<file path="config.mk">
export PLATFORM = sky130hd
export DESIGN_NAME = tcb_lib_arbiter
export DESIGN_NICKNAME = d
export VERILOG_FILES = /design/src/rtl/tcb_pkg.sv /design/src/rtl/tcb_lib_arbiter_rr.sv /design/src/rtl/tcb_lib_arbiter.sv
export SDC_FILE = /design/constraint.sdc
export NUM_CORES = 1
export LEC_CHECK = 0
export ABC_AREA = 1
export ABC_CLOCK_PERIOD_IN_PS = 1540
export CAP_MARGIN = 20
export CORE_AREA = 2 2 122 124
export DETAILED_ROUTE_END_ITERATION = 10
export DIE_AREA = 0 0 124 126
export PLACE_DENSITY = 0.57
export SETUP_SLACK_MARGIN = 0.1
export SLEW_MARGIN = 5
export SYNTH_ARGS = -nofsm -noshare
export SYNTH_HDL_FRONTEND = slang
export SYNTH_SLANG_ARGS = --single-unit
export TNS_END_PERCENT = 5
</file>
<file path="constraint.sdc">
create_clock -name clk -period 1.54 [get_ports clk]
set_clock_uncertainty 0.2 [all_clocks]
set_input_delay 0.231 -clock clk [delete_from_list [all_inputs] [get_ports clk]]
set_output_delay 0.231 -clock clk [all_outputs]
set_load 0.03 [all_outputs]
</file>
<file path="src/rtl/tcb_pkg.sv">
// Shared TCB definitions: request/response field bundles and arbiter sizing helpers.
package tcb_pkg;

    localparam int unsigned MPN_MAX = 32'd16;
    localparam int unsigned TCB_ABW = 32'd32;
    localparam int unsigned TCB_DBW = 32'd32;
    localparam int unsigned TCB_SLW = 32'd8;
    localparam int unsigned TCB_BEW = TCB_DBW / TCB_SLW;

    typedef struct packed {
        logic               wen;
        logic [TCB_ABW-1:0] adr;
        logic [TCB_BEW-1:0] ben;
        logic [TCB_DBW-1:0] wdt;
    } tcb_req_t;

    typedef struct packed {
        logic [TCB_DBW-1:0] rdt;
        logic               err;
    } tcb_rsp_t;

    // Manager index width; a single-manager build still needs one bit.
    function automatic int unsigned idx_width(input int unsigned n);
        return (n > 32'd1) ? $clog2(n) : 32'd1;
    endfunction

endpackage

</file>
<file path="src/rtl/tcb_lib_arbiter_rr.sv">
// Combinational round-robin selector: scans requests from ptr upward with wrap,
// or forces the locked index while a stalled request is being held.
module tcb_lib_arbiter_rr
    import tcb_pkg::*;
#(
    parameter  int unsigned MPN = 2,
    localparam int unsigned IW  = idx_width(MPN)
) (
    input  logic [MPN-1:0] req,
    input  logic [IW-1:0]  ptr,
    input  logic           lock,
    input  logic [IW-1:0]  lock_idx,
    output logic [MPN-1:0] gnt,
    output logic [IW-1:0]  idx
);

    logic          found_s;
    logic [IW-1:0] pos_s;

    // Priority scan starting at ptr; wrap is an explicit subtract of MPN.
    always_comb begin
        gnt     = {MPN{1'b0}};
        idx     = {IW{1'b0}};
        found_s = 1'b0;
        pos_s   = {IW{1'b0}};
        if (lock) begin
            gnt[lock_idx] = 1'b1;
            idx           = lock_idx;
        end else begin
            for (int unsigned k = 0; k < MPN; k++) begin
                if ((32'(ptr) + k) >= MPN) begin
                    pos_s = IW'(32'(ptr) + k - MPN);
                end else begin
                    pos_s = IW'(32'(ptr) + k);
                end
                if (!found_s && req[pos_s]) begin
                    found_s    = 1'b1;
                    gnt[pos_s] = 1'b1;
                    idx        = pos_s;
                end else begin
                    found_s = found_s;
                end
            end
        end
    end

endmodule

</file>
<file path="src/rtl/tcb_lib_arbiter.sv">
// Round-robin arbiter sharing one TCB subordinate between MPN managers; responses
// are steered back to the originating manager DLY cycles after the handshake.
module tcb_lib_arbiter
    import tcb_pkg::*;
#(
    parameter int unsigned MPN = 2,
    parameter int unsigned ABW = 32,
    parameter int unsigned DBW = 32,
    parameter int unsigned SLW = 8,
    parameter int unsigned BEW = DBW / SLW,
    parameter int unsigned DLY = 1
) (
    input  logic               clk,
    input  logic               rst,
    input  logic [MPN-1:0]     sub_vld,
    input  logic [MPN-1:0]     sub_wen,
    input  logic [MPN*ABW-1:0] sub_adr,
    input  logic [MPN*BEW-1:0] sub_ben,
    input  logic [MPN*DBW-1:0] sub_wdt,
    output logic [MPN-1:0]     sub_rdy,
    output logic [MPN*DBW-1:0] sub_rdt,
    output logic [MPN-1:0]     sub_err,
    output logic               man_vld,
    output logic               man_wen,
    output logic [ABW-1:0]     man_adr,
    output logic [BEW-1:0]     man_ben,
    output logic [DBW-1:0]     man_wdt,
    input  logic               man_rdy,
    input  logic [DBW-1:0]     man_rdt,
    input  logic               man_err
);

    localparam int unsigned IW = idx_width(MPN);

    logic [MPN-1:0] gnt_s;
    logic [IW-1:0]  gnt_idx_s;
    logic           trn_s;
    logic [IW-1:0]  ptr_q, ptr_d;
    logic           lock_q, lock_d;
    logic [IW-1:0]  lock_idx_q, lock_idx_d;
    logic           rsp_vld_s;
    logic [IW-1:0]  rsp_idx_s;

    tcb_lib_arbiter_rr #(
        .MPN (MPN)
    ) u_rr (
        .req      (sub_vld),
        .ptr      (ptr_q),
        .lock     (lock_q),
        .lock_idx (lock_idx_q),
        .gnt      (gnt_s),
        .idx      (gnt_idx_s)
    );

    // Request path: AND-OR mux of the granted port, zero when nothing is granted.
    always_comb begin
        man_vld = |sub_vld;
        man_wen = 1'b0;
        man_adr = {ABW{1'b0}};
        man_ben = {BEW{1'b0}};
        man_wdt = {DBW{1'b0}};
        for (int i = 0; i < MPN; i++) begin
            man_wen = man_wen | (sub_wen[i] & gnt_s[i]);
            man_adr = man_adr | (sub_adr[i*ABW +: ABW] & {ABW{gnt_s[i]}});
            man_ben = man_ben | (sub_ben[i*BEW +: BEW] & {BEW{gnt_s[i]}});
            man_wdt = man_wdt | (sub_wdt[i*DBW +: DBW] & {DBW{gnt_s[i]}});
        end
        sub_rdy = gnt_s & {MPN{man_rdy}};
        trn_s   = man_vld & man_rdy;
    end

    // Pointer advances past the served port; a stall freezes the grant until it completes.
    always_comb begin
        ptr_d      = ptr_q;
        lock_d     = lock_q;
        lock_idx_d = lock_idx_q;
        if (trn_s) begin
            ptr_d  = (gnt_idx_s == IW'(MPN - 32'd1)) ? {IW{1'b0}} : (gnt_idx_s + IW'(32'd1));
            lock_d = 1'b0;
        end else if (man_vld) begin
            lock_d     = 1'b1;
            lock_idx_d = gnt_idx_s;
        end else begin
            lock_d = lock_q;
        end
    end

    // Arbitration state registers.
    always_ff @(posedge clk or negedge rst) begin
        if (!rst) begin
            ptr_q      <= {IW{1'b0}};
            lock_q     <= 1'b0;
            lock_idx_q <= {IW{1'b0}};
        end else begin
            ptr_q      <= ptr_d;
            lock_q     <= lock_d;
            lock_idx_q <= lock_idx_d;
        end
    end

    generate
        if (DLY == 0) begin : g_rsp_comb
            assign rsp_vld_s = trn_s;
            assign rsp_idx_s = gnt_idx_s;
        end else begin : g_rsp_pipe
            logic [DLY-1:0] pvld_q, pvld_d;
            logic [IW-1:0]  pidx_q [DLY];
            logic [IW-1:0]  pidx_d [DLY];

            // Shift {valid, index} of each handshake toward the response stage.
            always_comb begin
                pvld_d    = pvld_q;
                pidx_d    = pidx_q;
                pvld_d[0] = trn_s;
                pidx_d[0] = gnt_idx_s;
                for (int s = 1; s < DLY; s++) begin
                    pvld_d[s] = pvld_q[s-1];
                    pidx_d[s] = pidx_q[s-1];
                end
            end

            // Response pipeline registers; reset drops anything in flight.
            always_ff @(posedge clk or negedge rst) begin
                if (!rst) begin
                    pvld_q <= {DLY{1'b0}};
                    for (int s = 0; s < DLY; s++) begin
                        pidx_q[s] <= {IW{1'b0}};
                    end
                end else begin
                    pvld_q <= pvld_d;
                    for (int s = 0; s < DLY; s++) begin
                        pidx_q[s] <= pidx_d[s];
                    end
                end
            end

            assign rsp_vld_s = pvld_q[DLY-1];
            assign rsp_idx_s = pidx_q[DLY-1];
        end
    endgenerate

    // Response demux: only the originating port sees rdt/err, all others read zero.
    always_comb begin
        sub_rdt = {(MPN*DBW){1'b0}};
        sub_err = {MPN{1'b0}};
        for (int i = 0; i < MPN; i++) begin
            sub_rdt[i*DBW +: DBW] = man_rdt & {DBW{rsp_vld_s & rst & (rsp_idx_s == IW'(i))}};
            sub_err[i]            = man_err & rsp_vld_s & rst & (rsp_idx_s == IW'(i));
        end
    end

endmodule

</file>
Word level (Yosys, flattened, before mapping)
Cells that the tools add are included.
{"block": "word_totals", "reg_bits": 5, "inputBits": 176, "wordCells": 77}
{"block": "op_classes", "add_sub_neg": 4, "order_cmp": 8, "mux": 26, "n_bitwise": 26, "reduce_logical": 8}
{"operator": "32-bit AND", "count": 6}
{"operator": "32-bit OR", "count": 2}
{"operator": "1-bit 2-to-1 mux", "count": 19}
{"operator": "1-bit AND", "count": 10}
{"operator": "4-bit AND", "count": 2}
{"operator": "2-bit 2-to-1 mux", "count": 4}
{"operator": "1-bit by 2-bit < comparator with 1-bit output (second input constant)", "count": 3}
{"operator": "1-bit logical AND", "count": 4}
{"operator": "4-bit OR", "count": 1}
{"operator": "1-bit demux with 1-bit select", "count": 3}
{"operator": "1-bit greater-or-equal comparator (second input constant)", "count": 3}
{"operator": "1-bit by 1-bit adder with 2-bit output (second input constant)", "count": 1}
{"operator": "2-bit AND", "count": 1}
{"operator": "1-bit by 2-bit greater-or-equal comparator with 1-bit output (second input constant)", "count": 1}
{"operator": "2-bit greater-or-equal comparator (second input constant)", "count": 1}
{"operator": "1-bit NOT", "count": 2}
{"operator": "2-bit OR", "count": 1}
{"operator": "2-bit AND reduction", "count": 1}
{"operator": "2-bit nonzero test", "count": 1}
{"operator": "2-bit OR reduction", "count": 1}
{"operator": "1-bit subtractor (second input constant)", "count": 2}
{"operator": "1-bit adder (second input constant)", "count": 1}
{"operator": "1-bit logical NOT", "count": 1}
{"operator": "1-bit OR", "count": 1}

Longest topological paths before layout
{"block": "depth", "word_depth": 14, "mapped_depth": 7, "depth_no_buf": 6}

Cells and area by module
Synthesis repeated with hierarchy kept, for this count alone.
{"block": "unflattened", "hier_cells": 366, "area_unflattened_um2": 1664.1}
{"mod": "tcb_lib_arbiter", "instances": 1, "cells_each": 355, "area_per_inst_um2": 1616.6}
{"mod": "tcb_lib_arbiter_rr", "instances": 1, "cells_each": 11, "area_per_inst_um2": 47.5}

Worst setup path after synthesis
OpenSTA, ideal clock, no wires.
{"block": "synth_path", "kind": "reg2out", "from": "register ptr_q", "to": "output sub_rdy[0]", "t_arrival_ns": 1.203, "required_ns": 1.109, "path_slack_ns": -0.094, "path_stages_with_launch": 7, "path_buffers": 1, "cell_sequence": "dfrtp_1 -> inv_1 -> nand2_1 -> nand3_2 -> buf_2 -> nand2_1 -> nor2_1"}
{"block": "synth_between", "elab_chain_len": 13, "elab_cells_between_ends": 33, "classes_between": "3 x add/sub; 6 x order compare; 18 x mux; 2 x bitwise; 4 x reduce/logical"}
{"item": "from (decl)", "line_no": "tcb_lib_arbiter.sv:38", "text": "logic [IW-1:0] ptr_q, ptr_d;"}
{"item": "from (signal assigned)", "line_no": "tcb_lib_arbiter.sv:91", "text": "ptr_q <= {IW{1'b0}};"}
{"item": "from (signal assigned)", "line_no": "tcb_lib_arbiter.sv:95", "text": "ptr_q <= ptr_d;"}
{"item": "1-bit by 2-bit greater-or-equal comparator with 1-bit output / 1-bit subtractor (equally long branches)", "line_no": "tcb_lib_arbiter_rr.sv:31, tcb_lib_arbiter_rr.sv:32"}
{"item": "1-bit 2-to-1 mux", "line_no": "tcb_lib_arbiter_rr.sv:31", "text": "if ((32'(ptr) + k) >= MPN) begin"}
{"item": "1-bit 2-to-1 mux", "line_no": "tcb_lib_arbiter_rr.sv:26", "text": "if (lock) begin"}
{"item": "1-bit by 2-bit < comparator with 1-bit output (not written as such) / 1-bit greater-or-equal comparator (equally long branches)", "line_no": "tcb_lib_arbiter_rr.sv:38", "text": "gnt[pos_s] = 1'b1;"}
{"item": "1-bit logical AND (not written as such)", "line_no": "tcb_lib_arbiter_rr.sv:38"}
{"item": "1-bit 2-to-1 mux (not written as such)", "line_no": "tcb_lib_arbiter_rr.sv:38"}
{"item": "1-bit demux with 1-bit select"}
{"item": "2-bit 2-to-1 mux", "line_no": "tcb_lib_arbiter_rr.sv:36", "text": "if (!found_s && req[pos_s]) begin"}
{"item": "2-bit 2-to-1 mux", "line_no": "tcb_lib_arbiter_rr.sv:26"}
{"item": "2-bit OR (no line)"}
{"item": "2-bit 2-to-1 mux *", "line_no": "tcb_lib_arbiter_rr.sv:36"}
{"item": "2-bit 2-to-1 mux *", "line_no": "tcb_lib_arbiter_rr.sv:26"}
{"item": "2-bit AND *", "line_no": "tcb_lib_arbiter.sv:68", "text": "sub_rdy = gnt_s & {MPN{man_rdy}};"}
{"item": "to (decl)", "line_no": "tcb_lib_arbiter.sv:20", "text": "output logic [MPN-1:0] sub_rdy,"}
Mark *: on every way between the ends. The rest lies on a longest branch, timed or not. The select of a mux whose other input is x is not followed.

Final worst setup path
{"block": "layout_path", "from": "register ptr_q", "to": "output man_wen"}
{"block": "layout_between", "elab_chain_len": 14, "elab_cells_between_ends": 35, "classes_between": "3 x add/sub; 6 x order compare; 18 x mux; 4 x bitwise; 4 x reduce/logical"}
{"item": "1-bit by 2-bit greater-or-equal comparator with 1-bit output / 1-bit subtractor (equally long branches)", "line_no": "tcb_lib_arbiter_rr.sv:31, tcb_lib_arbiter_rr.sv:32"}
{"item": "1-bit 2-to-1 mux", "line_no": "tcb_lib_arbiter_rr.sv:31"}
{"item": "1-bit 2-to-1 mux", "line_no": "tcb_lib_arbiter_rr.sv:26"}
{"item": "1-bit by 2-bit < comparator with 1-bit output (not written as such) / 1-bit greater-or-equal comparator (equally long branches)", "line_no": "tcb_lib_arbiter_rr.sv:38"}
{"item": "1-bit logical AND (not written as such)", "line_no": "tcb_lib_arbiter_rr.sv:38"}
{"item": "1-bit 2-to-1 mux (not written as such)", "line_no": "tcb_lib_arbiter_rr.sv:38"}
{"item": "1-bit demux with 1-bit select"}
{"item": "2-bit 2-to-1 mux", "line_no": "tcb_lib_arbiter_rr.sv:36"}
{"item": "2-bit 2-to-1 mux", "line_no": "tcb_lib_arbiter_rr.sv:26"}
{"item": "2-bit OR (no line)"}
{"item": "2-bit 2-to-1 mux *", "line_no": "tcb_lib_arbiter_rr.sv:36"}
{"item": "2-bit 2-to-1 mux *", "line_no": "tcb_lib_arbiter_rr.sv:26"}
{"item": "1-bit AND", "line_no": "tcb_lib_arbiter.sv:63", "text": "man_wen = man_wen | (sub_wen[i] & gnt_s[i]);"}
{"item": "1-bit OR *", "line_no": "tcb_lib_arbiter.sv:63"}
{"item": "to (decl)", "line_no": "tcb_lib_arbiter.sv:24", "text": "output logic man_wen,"}
Marked as above.

==> out/metrics.cfg <==
[flow_run]
max_cap_violations = 0

[yosys]
synth_nets = 541
syn_avg_cell_area_sq_um = 4.56
synth_warnings = 0
syn_inst = 365
ys_seq_area_frac = 0.0752
netlist_area_sq_um = 1660
synth_cell_type_count = 14
yosys_register_bits = 5

[clock_network]
numCtsBuffers = 3
clkLatencyLatePin_ns = 0.23
cts_sinks = 5
cts_buffer_depth = 2
cts.reportedPaths.clkPinSlew_ns = 0.03
cts_tree = done
cts-root-buf = clkbuf_16
htree_levels = 1

[power]
clockPowerShare = 0.105
p_sw_mw = 1.88
power_density_nw_per_um2 = 677
pwr-share-seq = 0.041
p_leak_nw = 3.05
ir_worst_vdd_v = 0.000419
p_comb_frac = 0.855
switching_share = 0.455
total_power_mw = 4.13
cellInternalPower_mw = 2.25

[cells_and_area]
syn_to_final_growth_pct = 266
final_core_util = 0.426
stdcell_count = 885
layout_common_cells = clkdlybuf4s50_1 (172), nand2_1 (101), buf_6 (93), nand3_1 (67), buf_4 (53)
final_common_cell = clkdlybuf4s50_1
final_cell_area_sq_um = 6090
antenna_cells = 0
nets = 878
drive_gt1_frac = 0.388

[place]
dp.cells = 860
io_buffers = 313
dp_hpwl_um = 9750
pre_cts_ws_ns = -0.494
dpl_cell_area_sq_um = 4980
gp_congestion = 0.786

[drt]
vias_per_cell = 4.02
drtIter0Drc = 79
wire_per_inst_um = 14.9
antenna_left = 0
vias = 3558
routed_wl_um = 13200
firstDrtPassIters = 4
drc = 0

[worst_setup_path]
crit_path_frequent_cell = nand2_2
crit_family = buffers and inverters
worst-path-buf-inv = 5
r2r_slack_ns = 0.08
path_cells = inv_2 > nand2_2 > nand2_2 > nand2_4 > buf_12 > buf_12 > clkbuf_16 > nand2_2 > nand2_2 > buf_12
worst_path_max_delay_cell = dfrtp_1
worstPathRequired_ns = 1.11
slowest_delay_ns = 0.38
startpoint_type = register
worstSetupEndpointType = primary output
cp_data_arrival_time_ns = 1.57
worst-setup-path-type = register to primary output
worstPathMaxFanout = 7

[timing]
fin_crit_sh = 1.30
finalSetupTns_ns = -38.92
setup_slack_ns = -0.457
rsz0062_at_grt = yes
whs_ns = 0.343
finalMaxSlewViolations = 0
max_slew_margin = 0.851
setup_violations = 135
worstMarginPinSlew_ns = 0.223
post-route-min-period_ns = 2.00
hold_viol_final = 0
max_freq_mhz = 501

[die]
ios = 314
core_region_area_sq_um = 14300
core.rowCount = 44
dieArea_sq_um = 15600
dieHeight_um = 126
start_util = 0.116
fp.dieW_um = 124

[grt]
grt_max_degree = 36
grt_pass1_wl_um = 17800
grt_overflow = 0
grtUsageTotal = 0.146
grt_pass1_vias = 3336
antenna_found_initial = 1

[outcome]
status = complete, but fails checks
violations = negative setup slack

[hold_path]
hp-class = register to register

-- Yosys cell counts --
cell,n,share of area
clkbuf_1,4,0.0090
a21oi_1,2,0.0060
nand2_1,145,0.33
nor2_1,71,0.16
dfrtp_1,5,0.075
inv_1,38,0.086
buf_6,7,0.047
o21ai_0,2,0.0060
nand3b_1,1,0.0045
buf_2,16,0.048
nand2_2,1,0.0038
nand3_1,71,0.21
nand2_4,1,0.0068
nand3_2,1,0.0060
-- worst register-to-register path: stages, from the launching register on --
cell     delay, ns
dfrtp_1       0.38
inv_2         0.06
nand2_2       0.06
nand2_2       0.10
nand2_4       0.07
buf_12        0.14
buf_12        0.12
buf_4         0.13
nand2_1       0.05
nand2_1       0.04
-- kinds of logic after synthesis --
| group | count (synthesis) | synth area share |
|---|---|---|
| AO/OA/AOI/OAI | 4 | 0.0120 |
| buffers and inverters | 65 | 0.190 |
| flip-flops | 5 | 0.0752 |
| AND/OR/NAND/NOR | 291 | 0.722 |
-- sequential cells by signal (all words and copies together) (netlist names) --
signal,flops
ptr_q,1
lock_idx_q,1
g_rsp_pipe.pvld_q,1
lock_q,1
g_rsp_pipe.pidx_q,1
-- power groups by stage --
stage	Sequential, mW	Combinational (mW)	Clock, mW
2_1_floorplan	0.158	1.42	0
3_3_place_gp	0.162	2.82	0
3_5_place_dp	0.161	2.81	0
4_1_cts	0.163	3.33	0.437
5_1_grt	0.171	3.73	0.452
6_report	0.168	3.53	0.431
-- final timing paths --
check	from	endpoint	cells past startpoint
worst max-delay path	ptr_q$_DFFE_PN0P_	man_wen	10
worst max register to register	ptr_q$_DFFE_PN0P_	lock_idx_q$_DFFE_PN0P_	9
worst min-delay path	ptr_q$_DFFE_PN0P_	ptr_q$_DFFE_PN0P_	2
min in group asynchronous	rst	g_rsp_pipe.pidx_q$_DFF_PN0_	3
max in group asynchronous	rst	lock_q$_DFFE_PN0P_	3
worst min register to register	ptr_q$_DFFE_PN0P_	ptr_q$_DFFE_PN0P_	2
-- what timing repair did --
action | CTS | global route
endpoints found under the hold margin | 5 | 0
hold buffers | 1 | 0
setup endpoints to repair | 138 | 140
gates cloned | 5 | 5
resized for setup | 103 | 92
buffers inserted | 8 | 2
pin swaps | 50 | 16
-- layer usage --
metal,track usage,part of all wire,vias to the layer above
met5,0,0.00099,-
met4,0.0172,0.0090,2
met3,0.0444,0.10,12
met2,0.290,0.54,206
met1,0.150,0.34,1552
li1,-,-,1786
-- cell type report --
type	instances	area, sq um
clock buffers	4	78.8
fillers	1445	8220
inverters	38	143
multi-input cells	295	1510
flip-flops and latches	5	126
well taps	184	230
repair buffers	359	4010
Power figures use the tool's default switching activity.
